## src/rtl/sar_pkg.sv

```systemverilog
// Shared types and default sizing for the SAR ADC controller.
// State and phase encodings are used by sar_logic and visible to benches.
package sar_pkg;

    typedef enum logic [1:0] {
        ST_IDLE    = 2'd0,
        ST_SAMPLE  = 2'd1,
        ST_CONVERT = 2'd2,
        ST_DONE    = 2'd3
    } sar_state_e;

    typedef enum logic {
        PH_TRIAL  = 1'b0,
        PH_DECIDE = 1'b1
    } sar_phase_e;

    localparam int NDAC_DEFAULT        = 16;
    localparam int SAMP_CYCLES_DEFAULT = 4;

endpackage

```

## src/rtl/sar_logic.sv

```systemverilog
// SAR controller: sample window, then MSB-first binary search; result_valid SampCycles+2*Ndac+1 cycles after start.
// No backpressure: start is only accepted in IDLE/DONE and otherwise dropped; every output is a register.
module sar_logic
    import sar_pkg::*;
#(
    parameter int Ndac       = NDAC_DEFAULT,
    parameter int SampCycles = SAMP_CYCLES_DEFAULT
) (
    input  logic            clk,
    input  logic            rst,
    input  logic            start,
    input  logic            comp_out,
    output logic            busy,
    output logic            samp,
    output logic            comp_strobe,
    output logic [Ndac-1:0] dac_bot,
    output logic [Ndac-1:0] dac_bot_d,
    output logic [Ndac-1:0] result,
    output logic            result_valid
);

    localparam int BitW = $clog2(Ndac);
    localparam int CntW = $clog2(SampCycles + 1);

    sar_state_e      r_state;
    sar_phase_e      r_phase;
    logic [BitW-1:0] r_bit;
    logic [CntW-1:0] r_cnt;
    logic [Ndac-1:0] r_dac;
    logic [Ndac-1:0] r_dac_d;
    logic [Ndac-1:0] r_result;
    logic            r_busy;
    logic            r_samp;
    logic            r_strobe;
    logic            r_valid;

    sar_state_e      w_state_nxt;
    sar_phase_e      w_phase_nxt;
    logic [BitW-1:0] w_bit_nxt;
    logic [CntW-1:0] w_cnt_nxt;
    logic [Ndac-1:0] w_dac_nxt;
    logic [Ndac-1:0] w_result_nxt;
    logic [Ndac-1:0] w_bit_mask;
    logic [Ndac-1:0] w_decided;

    assign w_bit_mask = Ndac'(1) << r_bit;

    always_comb begin
        w_state_nxt  = r_state;
        w_phase_nxt  = r_phase;
        w_bit_nxt    = r_bit;
        w_cnt_nxt    = r_cnt;
        w_dac_nxt    = r_dac;
        w_result_nxt = r_result;
        w_decided    = r_dac;

        case (r_state)
            ST_IDLE: begin
                w_dac_nxt = '0;
                if (start) begin
                    w_state_nxt = ST_SAMPLE;
                    w_cnt_nxt   = '0;
                end
            end
            ST_SAMPLE: begin
                w_dac_nxt = '0;
                if (r_cnt == CntW'(SampCycles - 1)) begin
                    w_state_nxt = ST_CONVERT;
                    w_phase_nxt = PH_TRIAL;
                    w_bit_nxt   = BitW'(Ndac - 1);
                    w_dac_nxt   = Ndac'(1) << (Ndac - 1);
                end else begin
                    w_cnt_nxt = r_cnt + CntW'(1);
                end
            end
            ST_CONVERT: begin
                if (r_phase == PH_TRIAL) begin
                    w_phase_nxt = PH_DECIDE;
                end else begin
                    // comp_out=1 means the trial code overshot the sampled input
                    w_decided = comp_out ? (r_dac & ~w_bit_mask) : r_dac;
                    if (r_bit == '0) begin
                        w_state_nxt  = ST_DONE;
                        w_dac_nxt    = w_decided;
                        w_result_nxt = w_decided;
                    end else begin
                        w_bit_nxt   = r_bit - BitW'(1);
                        w_phase_nxt = PH_TRIAL;
                        w_dac_nxt   = w_decided | (w_bit_mask >> 1);
                    end
                end
            end
            ST_DONE: begin
                w_dac_nxt = '0;
                if (start) begin
                    w_state_nxt = ST_SAMPLE;
                    w_cnt_nxt   = '0;
                end else begin
                    w_state_nxt = ST_IDLE;
                end
            end
            default: begin
                w_state_nxt = ST_IDLE;
                w_dac_nxt   = '0;
            end
        endcase
    end

    always_ff @(posedge clk) begin
        if (rst) begin
            r_state  <= ST_IDLE;
            r_phase  <= PH_TRIAL;
            r_bit    <= '0;
            r_cnt    <= '0;
            r_dac    <= '0;
            r_dac_d  <= '0;
            r_result <= '0;
            r_busy   <= 1'b0;
            r_samp   <= 1'b0;
            r_strobe <= 1'b0;
            r_valid  <= 1'b0;
        end else begin
            r_state  <= w_state_nxt;
            r_phase  <= w_phase_nxt;
            r_bit    <= w_bit_nxt;
            r_cnt    <= w_cnt_nxt;
            r_dac    <= w_dac_nxt;
            r_dac_d  <= r_dac;
            r_result <= w_result_nxt;
            // Status flags are decoded from the next state so they line up with it
            r_busy   <= (w_state_nxt != ST_IDLE);
            r_samp   <= (w_state_nxt == ST_SAMPLE);
            r_strobe <= (w_state_nxt == ST_CONVERT) && (w_phase_nxt == PH_TRIAL);
            r_valid  <= (w_state_nxt == ST_DONE);
        end
    end

    assign busy         = r_busy;
    assign samp         = r_samp;
    assign comp_strobe  = r_strobe;
    assign dac_bot      = r_dac;
    assign dac_bot_d    = r_dac_d;
    assign result       = r_result;
    assign result_valid = r_valid;

endmodule

```

## config.mk

```make
export PLATFORM = sky130hd
export DESIGN_NAME = sar_logic
export DESIGN_NICKNAME = d
export VERILOG_FILES = /design/src/rtl/sar_pkg.sv /design/src/rtl/sar_logic.sv
export SDC_FILE = /design/constraint.sdc
export NUM_CORES = 1
export LEC_CHECK = 0
export CORE_MARGIN = 5
export CORE_UTILIZATION = 45
export DETAILED_ROUTE_END_ITERATION = 12
export HOLD_SLACK_MARGIN = 0.08
export MAX_ROUTING_LAYER = met4
export PLACE_DENSITY = 0.73
export SYNTH_ARGS = -nofsm -noshare
export SYNTH_HDL_FRONTEND = slang
export SYNTH_SLANG_ARGS = --single-unit
```

## constraint.sdc

```tcl
create_clock -name clk -period 2.1 [get_ports clk]
set_input_delay 0.21 -clock clk [delete_from_list [all_inputs] [get_ports clk]]
set_output_delay 0.21 -clock clk [all_outputs]
set_load 0.01 [all_outputs]
```

* Word-level counts from Yosys, hierarchy flattened
Cells that the tools add are included.
W data, S select, Z words.
** Word-level totals
- Input port bits :: 4
- Logic and storage cells :: 62
- Output and inout bits :: 52
- Flip-flop bits (word level) :: 62
** Cells by class
- Bitwise operators :: 4
- Reduce and logical (&&, ||, !) cells :: 10
- $add $sub $neg :: 2
- Mux-type cells :: 22
- Shift operators :: 1
- Equality and inequality tests :: 12
** Operators with widths (number)
- $mux W16 :: 4
- $pmux W16 S3 :: 1
- $and A16 B16 Y16 :: 1
- $not A16 Y16 :: 1
- $or A16 B15 Y16 :: 1
- $shl A1 B4 Y16 const A :: 1
- $mux W4 :: 3
- $eq A2 B2 Y1 const B :: 4
- $mux W2 :: 4
- $ne A2 B2 Y1 const B :: 4
- $pmux W2 S4 :: 1
- $pmux W4 S2 :: 1
- $mux W3 :: 2
- $pmux W3 S2 :: 1
- $reduce_and A3 Y1 :: 2
- $reduce_bool A2 Y1 :: 3
- $eq A2 B1 Y1 const B :: 2
- $logic_not A4 Y1 :: 1
- $mux W1 :: 4
- $reduce_and A4 Y1 :: 1
- $sub A4 B1 Y4 const B :: 1
- $add A3 B1 Y3 const B :: 1
- $eq A3 B2 Y1 const B :: 1
- $logic_not A2 Y1 :: 1
- 5 further kinds :: 5

* Longest topological paths before layout
Gate-level depths: netlist of the first run.
- Depth in word-level cells :: 8
- Mapped depth :: 8

* Worst setup path after synthesis of the first run
No wires, ideal clock.
- Kind :: register -> register
- Start :: register r_bit[0]
- End :: register r_result[15] (netlist: result[15])
- Cell stages (with the launch flop) :: 9
- Setup slack :: 0.217 ns
- Arrival :: 1.769 ns
- Cells stage by stage :: dfxtp_1 inv_1 ha_1 buf_6 or3b_4 or2_1 buf_6 and3_4 a21o_1
** Between the ends
- Longest elaborated chain between the ends :: 4
- Elaborated cells on any way between the ends :: 6
- Those cells by class :: shift (1); mux (1); bitwise (2); reduce/logical (2)
** RTL lines
- start, declared :: RTL line sar_logic.sv:27 : logic [BitW-1:0] r_bit;
- start signal, assigned :: RTL line sar_logic.sv:125 : r_bit <= w_bit_nxt;
- $shl A1 B4 Y16 :: RTL line sar_logic.sv:46 : assign w_bit_mask = Ndac'(1) << r_bit;
- $not A16 Y16 :: RTL line sar_logic.sv:81 : w_decided = comp_out ? (r_dac & ~w_bit_mask) : r_dac;
- $and A16 B16 Y16 :: RTL line sar_logic.sv:81
- $mux W16 :: RTL line sar_logic.sv:81
- end signal, assigned :: RTL line sar_logic.sv:129 : r_result <= w_result_nxt;
- end, declared :: RTL line sar_logic.sv:31 : logic [Ndac-1:0] r_result;
Several ways; a longest one is shown, not always the timed one.
A chain may end at the register's enable or synchronous reset.

* Worst setup path after layout of the first run
- Start :: register r_bit[0]
- End :: register r_result[2] (netlist: result[2])
The elaborated chain is that of the path after synthesis.

==> flow_results.org, run 1 <==
** GRT
- Entering global routing, the biggest net connects 22 pins.
- Grt total ovfl :: 0
- The initial antenna violation count came to 0.
- Across every metal layer, demand over resource in global routing totals 0.176.
- Global-route wire length before repair :: 9720 um
- The via count of the first global-routing pass was 2,004.

** Min path
- Worst Min Path Start :: result[8]$_SDFFE_PP0P_
- The worst hold path terminates at result[8]$_SDFFE_PP0P_.
- In this run the worst hold path is classified as reg -> reg.
- Along the worst hold path, the cell count comes to 2.

** Critical path
- Sequence of cells on the critical path :: inv_1 -> ha_1 -> or3b_4 -> or2_1 -> buf_4 -> a31oi_1 -> a32o_1
- The endpoint identified for the worst register-to-register timing path is result[2]$_SDFFE_PP0P_.
- Category of the worst setup path capture point :: register
- On the critical path the largest part of the delay comes from simple AND/OR/NAND/NOR gates.
- Worst R2R Setup Slack :: 0.13 ns
- The critical path contains buffers and inverters numbering 2 combined.
- Data required time at the worst endpoint :: 2.38 ns
- For the worst setup path, the data arrival time is 2.25 ns.
- Max stage delay on crit path :: 0.41 ns
- The startpoint identified for the worst register-to-register timing path is r_bit[0]$_SDFFE_PP0P_.
- Cell with the largest stage delay on the worst path :: sky130_fd_sc_hd__or3b_4
- Worst setup path class :: reg -> reg
- Number of cells on the worst reg-to-reg path :: 7
- Type of element launching the critical path :: register
- Critical path peak fanout :: 7

** Synth
- Yosys mapped the design onto 34 distinct sky130hd cell types.
- Synthesis produced a netlist with a net count of 303.
- In this run the cell area of the synthesized design comes to 2510 um2.
- After technology mapping, the gate count stands at 287.
- Synth async-reset ratio :: 0
- The share of synthesized area in the top cell type comes to 0.495.
- Proportion of synthesized chip area in sequential cells :: 0.495
- Area leader, netlist :: sky130_fd_sc_hd__dfxtp_1
- EDFF count, synth :: 0
- Counting flops and latches in the post-synthesis netlist gives 62.
- Ys flop type :: sky130_fd_sc_hd__dfxtp_1
- Synth area leaders :: sky130_fd_sc_hd__dfxtp_1 (49%), sky130_fd_sc_hd__nand2_1 (8.8%), sky130_fd_sc_hd__ha_1 (6.0%)
- Dividing the synthesized area by the synthesized cell count gives 8.75 um2.
- For this run, the number of Yosys warnings is 0.

** Route
- Dividing the detail-routed via count by the number of cells gives 5.13.
- Number of nets with antenna violations after detailed routing :: 0
- In the final routed layout, each cell accounts on average for 14.1 um.
- The first detailed-routing pass took 4 iterations.
- Total via count in the routed design :: 2,160
- Summed over all layers, the routed wires come to 5950 um.
- Number of design rule violations left after detail routing :: 0
- For this block, the initial DRC count from the detailed router was 135.

** Finish
- Of the cells placed in the final design, the portion with a size suffix greater than 1 is 0.0917.
- Fin cells :: 421
- The repair_antennas step left the layout with diodes totalling 0.
- Fillers :: 491
- In the layout the commonest cells are sky130_fd_sc_hd__dfxtp_1 (62), sky130_fd_sc_hd__nand2_1 (59), sky130_fd_sc_hd__clkdlybuf4s50_1 (55), sky130_fd_sc_hd__a21oi_1 (22), sky130_fd_sc_hd__nor2b_1 (21).
- The finished cells cover 3360 um2.
- # nets final :: 360
- Leaving out fill and tap cells, the most frequent cell in the layout is sky130_fd_sc_hd__dfxtp_1.
- Synthesis-to-layout area growth :: 33.8%

** Timing
- Max Freq :: 0.507 GHz
- Setup violations remaining at the end of the flow were counted as 0.
- Number of hold-slack violations in the final timing report :: 0
- Final critical-path share of the clock period :: 0.939
- Headroom to the max-slew limit :: 0.601
- Setup repair after global routing left no endpoint under its margin.
- Slew at the pin closest to its max-slew limit :: 0.597 ns
- Final Skew :: 0.00556 ns
- Count of pins over their slew limit :: 0
- Shortest period the worst path allows :: 1.97 ns
- Setup Total Neg Slack :: 0 ns
- Hold is met by 0.459 ns.

** Place
- Total half-perimeter wirelength after legalization and detailed placement :: 4260 um
- Routability-driven placement congestion ratio :: 0.874
- In this run, placement finished with an instance count of 405.
- Port Buf Inserts :: 55
- Once placement finished, the instance area stood at 3130 um2.

** Power
- VDD sags by at most 0.454 mV.
- Overall power :: 2370 uW
- Static Leakage :: 0.00132 uW
- Areal power density over the cells :: 705 nW/um2

** Floorplan
- Measured along the y axis, the die boundary spans 84.7 um.
- In this run the standard cell core region covers 5470 um2.
- Top Ports :: 56
- The initial utilization of the core area, before any placement, comes to 0.459.
- The die is 84.7 um wide.
- The die covers 7170 um2.
- The floorplan has 27 rows.

** Clocking
- Clock latency on the worst-skew pair, taken at its later pin, is 0.34 ns.
- The H-tree was split into 3 levels.
- TritonCTS built the clock tree.
- Number of buffers inserted for hold repair after clock tree synthesis :: 0
- The clock passes through at most 2 buffers.
- Setup Buffers After CTS :: 0
- Clock tree sinks :: 62
- Clock tree synthesis selected as its root buffer the cell sky130_fd_sc_hd__clkbuf_8.
- Buffers inserted during clock tree synthesis total 9.
- Clock-pin slew was measured on the worst setup and hold paths at 0.07 ns.
- Gates resized during post-CTS repair numbered 1.

** Status
- Status :: complete, no violations

** Job
- Max-cap violations in this run came to 0.
==> kinds of logic (layout without fill, tap and decap cells) <==
kind of cell / Yosys count / count (layout) / share of synthesized area
simple gates: 116 / 116 / 0.223
fa+ha+maj: 12 / 12 / 0.0598
mux: 1 / 1 / 0.00399
compound gates: 69 / 69 / 0.170
flops: 62 / 62 / 0.495
buf+inv: 27 / 89 / 0.0484
==> metal layers <==
metal  global-route usage  part of all wire  vias up
li1                     -                 -     1094
met1                0.206              0.45      989
met2                0.277              0.47       61
met3               0.0491             0.060       16
met4               0.0878             0.023        0
met5                    -                 0        -
==> power by group <==
| part | switching [uW] | leakage (uW) | internal, uW |
|---|---|---|---|
| Sequential | 7.92 | 0.000500 | 1190 |
| Combinational | 59.9 | 0.000718 | 45.7 |
| Clock | 454 | 0.0000996 | 612 |
==> state kept, by name, summed over array words and instances, names as in the netlist <==
register,count
r_state,2
r_cnt,3
dac_bot_d,16
busy,1
dac_bot,16
result_valid,1
r_phase,1
r_bit,4
comp_strobe,1
samp,1
result,16
==> synth_stat cells (2+ instances only) <==
cell / number
sky130_fd_sc_hd__nor3b_1: 2
sky130_fd_sc_hd__a32oi_1: 2
sky130_fd_sc_hd__nor2_1: 13
sky130_fd_sc_hd__a311oi_1: 3
sky130_fd_sc_hd__clkbuf_1: 13
sky130_fd_sc_hd__inv_1: 8
sky130_fd_sc_hd__a31oi_1: 11
sky130_fd_sc_hd__nor2b_1: 21
sky130_fd_sc_hd__nand2_1: 59
sky130_fd_sc_hd__buf_2: 4
sky130_fd_sc_hd__a32o_1: 4
sky130_fd_sc_hd__a211oi_1: 4
sky130_fd_sc_hd__nor3_1: 6
sky130_fd_sc_hd__ha_1: 12
sky130_fd_sc_hd__buf_6: 2
sky130_fd_sc_hd__nor4_1: 2
sky130_fd_sc_hd__nand2b_1: 5
sky130_fd_sc_hd__o21ai_0: 18
sky130_fd_sc_hd__dfxtp_1: 62
sky130_fd_sc_hd__a21oi_1: 22
==> final cells by class <==
class	count	area (um2)	area share
Inverter	8	30.0	0.00894
Timing Repair Buffer	65	626	0.186
Clock buffer	13	159	0.0473
Multi-Input combinational cell	198	1170	0.348
Tap cell	72	90.1	0.0268
Sequential cell	62	1240	0.370
Clock inverter	3	42.5	0.0127
==> metrics by stage <==
| stage | setup slack, ns | utilization |
|---|---|---|
| 2_1_floorplan | 0.217 | - |
| 3_5_place_dp | 0.0438 | 0.573 |
| 3_3_place_gp | 0.0946 | 0.573 |
| 4_1_cts | 0.0372 | 0.611 |
| 5_1_grt | 0.0183 | 0.614 |
| 6_report | 0.128 | 0.614 |
==> worst register-to-register path: cells and delay by family (launching register included) <==
family	cells	cell delay, ns
flip-flops	1	0.37
buffers and inverters	2	0.32
AO/OA/AOI/OAI	2	0.32
adder cells (fa/ha/maj)	1	0.17
AND/OR/NAND/NOR	2	0.74
==> worst max path at each step <==
stage / startpoint / to / cells after the start
after global placement: r_state[0]$_SDFF_PP0_ / r_bit[2]$_SDFFE_PP0P_ / 6
final: r_bit[0]$_SDFFE_PP0P_ / result[2]$_SDFFE_PP0P_ / 7
after floorplan: r_bit[0]$_SDFFE_PP0P_ / result[15]$_SDFFE_PP0P_ / 8
after global routing: r_state[0]$_SDFF_PP0_ / r_bit[2]$_SDFFE_PP0P_ / 6
after CTS: r_state[0]$_SDFF_PP0_ / r_bit[3]$_SDFFE_PP0P_ / 6
after detailed placement: r_state[0]$_SDFF_PP0_ / r_bit[3]$_SDFFE_PP0P_ / 6
Note: power is estimated with default switching activity, not from simulation.
==> run 2, diff against run 1 <==
- CTS_CLUSTER_SIZE: unset -> 25
==> results of run 2 <==
No change in the layout: final DEF, timing and power equal those of run 1.
